`src/rtl/reset_sequencer.sv`:
```
// reset_sequencer: turns the raw asynchronous board Reset into staged controls
// for the datapath. Reset asserts immediately and is released through a 2-flop
// synchroniser. After release, PC_Reset is held for HOLD_CYCLES edges. Pipe_Flush
// then stays high for a further FLUSH_CYCLES edges, and after that Run asserts.
// Ext_Reset_Req restarts the HOLD/FLUSH sequence without a full reset.
// Optional feature macro: RST_SEQ_RUN_COUNT_EN. When it is defined, Run_Cycles
// counts RUN cycles and saturates. When it is not defined, Run_Cycles is tied to 0.
module reset_sequencer #(
  parameter int HOLD_CYCLES  = 5,
  parameter int FLUSH_CYCLES = 3,
  parameter int CNT_W        = 32
) (
  input  logic             Clk,
  input  logic             Reset,
  input  logic             Ext_Reset_Req,
  output logic             PC_Reset,
  output logic             Pipe_Flush,
  output logic             Run,
  output logic [CNT_W-1:0] Run_Cycles
);

  // The phase counter only has to hold the larger load value (minimum width 1).
  localparam int MAX_HF   = (HOLD_CYCLES > FLUSH_CYCLES) ? HOLD_CYCLES : FLUSH_CYCLES;
  localparam int MAX_CNT  = (MAX_HF > 2) ? MAX_HF : 2;
  localparam int CNT_BITS = $clog2(MAX_CNT);

  localparam logic [CNT_BITS-1:0] HOLD_LOAD  = CNT_BITS'(HOLD_CYCLES - 1);
  // When FLUSH_CYCLES is 0, FLUSH is skipped, so this load value is never used.
  localparam logic [CNT_BITS-1:0] FLUSH_LOAD =
      (FLUSH_CYCLES > 0) ? CNT_BITS'(FLUSH_CYCLES - 1) : '0;

  typedef enum logic [1:0] {
    SYNC  = 2'd0,
    HOLD  = 2'd1,
    FLUSH = 2'd2,
    RUN   = 2'd3
  } state_t;

  state_t              state_reg, state_next;
  logic [1:0]          sync_reg, sync_next;
  logic [CNT_BITS-1:0] cnt_reg, cnt_next;

  // Next-state logic. The registered outputs below decode state_next, so the
  // outputs change on the same edge as the state.
  always_comb begin
    state_next = state_reg;
    sync_next  = sync_reg;
    cnt_next   = cnt_reg;
    case (state_reg)
      SYNC: begin
        sync_next = {sync_reg[0], 1'b1};
        if (sync_reg[0]) begin
          state_next = HOLD;
          cnt_next   = HOLD_LOAD;
        end
      end
      HOLD: begin
        if (Ext_Reset_Req) begin
          cnt_next = HOLD_LOAD;
        end else if (cnt_reg == '0) begin
          if (FLUSH_CYCLES == 0) begin
            state_next = RUN;
            cnt_next   = '0;
          end else begin
            state_next = FLUSH;
            cnt_next   = FLUSH_LOAD;
          end
        end else begin
          cnt_next = cnt_reg - 1'b1;
        end
      end
      FLUSH: begin
        if (Ext_Reset_Req) begin
          state_next = HOLD;
          cnt_next   = HOLD_LOAD;
        end else if (cnt_reg == '0) begin
          state_next = RUN;
        end else begin
          cnt_next = cnt_reg - 1'b1;
        end
      end
      RUN: begin
        if (Ext_Reset_Req) begin
          state_next = HOLD;
          cnt_next   = HOLD_LOAD;
        end
      end
      default: begin
        state_next = SYNC;
        sync_next  = 2'b00;
        cnt_next   = '0;
      end
    endcase
  end

  // FSM state and the registered control outputs. Reset asserts asynchronously.
  always_ff @(posedge Clk or posedge Reset) begin
    if (Reset) begin
      state_reg  <= SYNC;
      sync_reg   <= 2'b00;
      cnt_reg    <= '0;
      PC_Reset   <= 1'b1;
      Pipe_Flush <= 1'b1;
      Run        <= 1'b0;
    end else begin
      state_reg  <= state_next;
      sync_reg   <= sync_next;
      cnt_reg    <= cnt_next;
      PC_Reset   <= (state_next == SYNC) || (state_next == HOLD);
      Pipe_Flush <= (state_next != RUN);
      Run        <= (state_next == RUN);
    end
  end

`ifdef RST_SEQ_RUN_COUNT_EN
  logic [CNT_W-1:0] run_cycles_reg;

  // Counts the edges seen in RUN and saturates at all-ones. A restart request clears it.
  always_ff @(posedge Clk or posedge Reset) begin
    if (Reset) begin
      run_cycles_reg <= '0;
    end else if (Ext_Reset_Req) begin
      run_cycles_reg <= '0;
    end else if ((state_reg == RUN) && (run_cycles_reg != '1)) begin
      run_cycles_reg <= run_cycles_reg + 1'b1;
    end
  end

  assign Run_Cycles = run_cycles_reg;
`else
  assign Run_Cycles = '0;
`endif

endmodule
```
`config.mk`:
```
export PLATFORM = sky130hd
export DESIGN_NAME = reset_sequencer
export DESIGN_NICKNAME = d
export VERILOG_FILES = /design/src/rtl/reset_sequencer.sv
export SDC_FILE = /design/constraint.sdc
export NUM_CORES = 1
export LEC_CHECK = 0
export ABC_AREA = 1
export CAP_MARGIN = 20
export CORE_AREA = 4 4 56 48
export DETAILED_ROUTE_END_ITERATION = 10
export DIE_AREA = 0 0 60 52
export PLACE_DENSITY = 0.76
export SLEW_MARGIN = 20
export SYNTH_ARGS = -nofsm -noshare
export SYNTH_HDL_FRONTEND = slang
export SYNTH_SLANG_ARGS = --single-unit
```
`constraint.sdc`:
```
create_clock -name Clk -period 1.7 [get_ports Clk]
set_clock_uncertainty 0.05 [all_clocks]
set_input_delay 0.425 -clock Clk [delete_from_list [all_inputs] [get_ports Clk]]
set_output_delay 0.425 -clock Clk [all_outputs]
set_load 0.05 [all_outputs]
```
==> results.md <==
- H-tree levels: 1
- Worst IR Drop VDD: 0.000674 V
- DRC violations left: 0
- Count of pins over their slew limit: 0
- Via count of the first global-routing pass: approximately 480
- Height of the chip: 52 um
- Setup tns final: 0 ns
- Crit Reg-Reg Endpoint: state_reg[1]
- Setup repair after global routing missed its margin: no
- Cell Area, Synth: around 840 um2
- Number of clock sinks seen by CTS: 9
- Synthesis-to-layout area growth: 1.05%
- Site row count: 15
- Multi-input gate area in the final layout: about 420 um2
- Leakage power summed over all cells: between 0.4 and 0.5 nW
- Status: completed
- Initial standard-cell utilization of the core: between 30% and 40%
- Drt first pass iters: 4
- Pre-CTS setup slack: about 0.07 ns
- Number of buffers inserted by port buffering: 5
- Cell type contributing the most total cell area after synthesis: sky130_fd_sc_hd__buf_4
- Worst min-delay path class: in2async
- Peak clock frequency supported by timing: between 600 and 700 MHz
- Max-capacitance violation count: 0
- DIE AREA: around 0.0031 mm2
- Ratio of routed vias to standard cells: about 4.0
- Final RePlAce weighted congestion: 0.892
- Main area contributors after synthesis: sky130_fd_sc_hd__buf_4 (29%), sky130_fd_sc_hd__dfrtp_1 (21%), sky130_fd_sc_hd__ha_1 (10%)
- Post-CTS Resized: 0
- Max FFs per register: 3
- Final non-filler cell total: around 140
- Start of the worst register-to-register path: state_reg[1]
- Global-route wire length before repair: a little over 2000 um
- Layout Nets: about 130
- Number of setup violations in the final report: 0
- Number of library cell types mapped by synthesis: 18
- DR WL met3: roughly 130 um
- Worst Hold Margin: approximately 0.37 ns
- Cells after synthesis: roughly 110
- Number of buffers added by the clock tree synthesis step: 3
- Clock-pin slew on the worst setup and hold paths: 0.06 ns
- Per-cell routed wire length: between 9 and 10 um
- Critical path data required time: around 1.8 ns
- Sum of internal, switching and leakage power: around 0.0014 W
- Antenna Violating Nets Remaining: 0
- Number of antenna cells inserted: 0
- Sequential-to-total area share from yosys stat: 27.2%
- Post-Place Cells: approximately 140
- Fraction of post-synthesis cell area in the top cell type by area: around 29%
- GR Util All Layers: between 9 and 10%
- Number of vias after detailed routing: ~570
- Fraction of the mapped netlist area in adder cells: 10.5%
- Total wirelength of the detailed-routed design: 1340 um
- Reg-to-reg slack, setup: about 0.16 ns
- Kind of capture point of the worst setup path: flip-flop
- Arrival time worst endpoint: approximately 1.6 ns
- Power per Cell Area: 1690 mW/mm2
- Mux contribution to synthesized area: 0%
- Cell at the root of the clock tree: sky130_fd_sc_hd__clkbuf_4
- Core outline area: 0.00210 mm2
- Fill cell instance count of the final layout: approximately 230
- Leading cell types in the layout, fill and taps excluded: sky130_fd_sc_hd__conb_1 (32), sky130_fd_sc_hd__nand2_1 (16), sky130_fd_sc_hd__inv_1 (14), sky130_fd_sc_hd__nand3_1 (9)
- Highest fanout seen on the critical path: 5
- Clock latency of the later-clocked register in the worst-skew pair: around 0.26 ns
- Sequential cell area: between 200 and 250 um2
- Routed metal-1 wirelength: between 500 and 600 um
- Post-synthesis compound-gate area fraction: around 4.6%
- Final Cycle Share: ~90%
- Min cycle time layout: 1.54 ns
- Largest buffer count on any clock path: 2
- Proportion of layout cells with a drive suffix above 1: 16.9%
- Antenna violations before repair: 0
- Die Wd: roughly 60 um
- Average cell area after synthesis: approximately 7.7 um2
- Grt ovf: 0
- Estimated wirelength of the detail-placed design: 1130 um
- Number of DRC markers in iteration 0: 18
- Worst setup path category: reg2reg
- Number of register bits inferred by synthesis: 9
- Worst R2R Path Depth: 8
- I/O pin count: 38
- YS warnings: 0
- Hold buffers post-CTS: 0
- Pin count of the biggest net entering global routing: 10
- Post-synthesis share of cell area spent on xor and xnor gates: 0%
- CTS tree: built
- Highest routed metal layer: met4
- Kind of start point of the critical path: flip-flop
- Final worst setup slack: around 0.16 ns
- Leading cell type in the layout, fill and taps excluded: sky130_fd_sc_hd__conb_1
- Final count of hold timing violations: 0
- Detail Route met2 WL: approximately 700 um
- Synthesized-area fraction occupied by and/or/nand/nor cells: a little over a fifth
- Dominant combinational cell family by area after synthesis: buffers and inverters
## per-stage QoR
step / utilization [%] / cell area (um2)
detailed placement: 38.6 / 811
finish: 40.2 / 845
floorplan: - / 952
global route: 40.2 / 845
CTS: 39.8 / 837
global placement: 38.6 / 811
## power by group
part	internal [W]	switching [W]
logic	0.000292	0.000619
registers	0.000297	0.0000597
clock network	0.0000902	0.0000710
## synthesized netlist by cell type
cell type                  number
sky130_fd_sc_hd__buf_4         32
sky130_fd_sc_hd__nand2_1       16
sky130_fd_sc_hd__inv_1         14
sky130_fd_sc_hd__nand3_1        9
sky130_fd_sc_hd__dfrtp_1        7
sky130_fd_sc_hd__ha_1           7
sky130_fd_sc_hd__o21ai_0        4
sky130_fd_sc_hd__nand2_2        3
sky130_fd_sc_hd__nor2_1         3
sky130_fd_sc_hd__nor2_2         3
sky130_fd_sc_hd__a21oi_1        2
sky130_fd_sc_hd__dfstp_2        2
sky130_fd_sc_hd__inv_2          2
sky130_fd_sc_hd__a21oi_2        1
sky130_fd_sc_hd__conb_1         1
sky130_fd_sc_hd__nand3b_1       1
sky130_fd_sc_hd__nor3_2         1
sky130_fd_sc_hd__or2_2          1
## critical path, cell delays in order, from the launching register on
cell,delay (ns)
sky130_fd_sc_hd__dfrtp_1,0.40
sky130_fd_sc_hd__inv_1,0.12
sky130_fd_sc_hd__ha_1,0.24
sky130_fd_sc_hd__nor2_1,0.16
sky130_fd_sc_hd__nand2_1,0.10
sky130_fd_sc_hd__a21oi_2,0.16
sky130_fd_sc_hd__nand2_2,0.07
sky130_fd_sc_hd__nand2_2,0.09
sky130_fd_sc_hd__inv_1,0.04
## worst max-delay path by stage
stage | cells after the start | start | to | slack (ns)
2_1_floorplan | 8 | state_reg[0] | state_reg[1] | 0.33
3_3_place_gp | 8 | Ext_Reset_Req | Run | 0.10
3_5_place_dp | 7 | Ext_Reset_Req | cnt_reg[2] | 0.07
4_1_cts | 8 | state_reg[0] | state_reg[1] | 0.17
5_1_grt | 8 | state_reg[0] | state_reg[1] | 0.01
6_report | 8 | state_reg[1] | state_reg[1] | 0.16
## layout make-up
cell class,instances,share of cell area [%]
Multi-Input combinational cell,83,50.2
Sequential cell,9,27.0
Timing Repair Buffer,6,8.89
Inverter,16,7.11
Tap cell,25,3.70
Clock buffer,4,3.11
## logic make-up (layout without fill, tap and decap cells)
family                     after synthesis  count (layout)
buffers and inverters                   48              26
and+or+nand+nor                         37              37
DFF                                      9               9
adders and majority gates                7               7
AOI/OAI and AO/OA                        7               7
other                                    1              32
## per-layer routing
metal / track usage (%) / vias up
li1: - / 286
met1: 9.72 / 252
met2: 15.1 / 25
met3: 4.47 / 3
met4: 3.32 / 0
met5: 0 / -
## repair_timing
action | CTS | global route
endpoints found under the hold margin | 0 | 0
buffers inserted | 0 | 1
endpoints found under the setup margin | 0 | 2
Power figures use the tool's default switching activity.
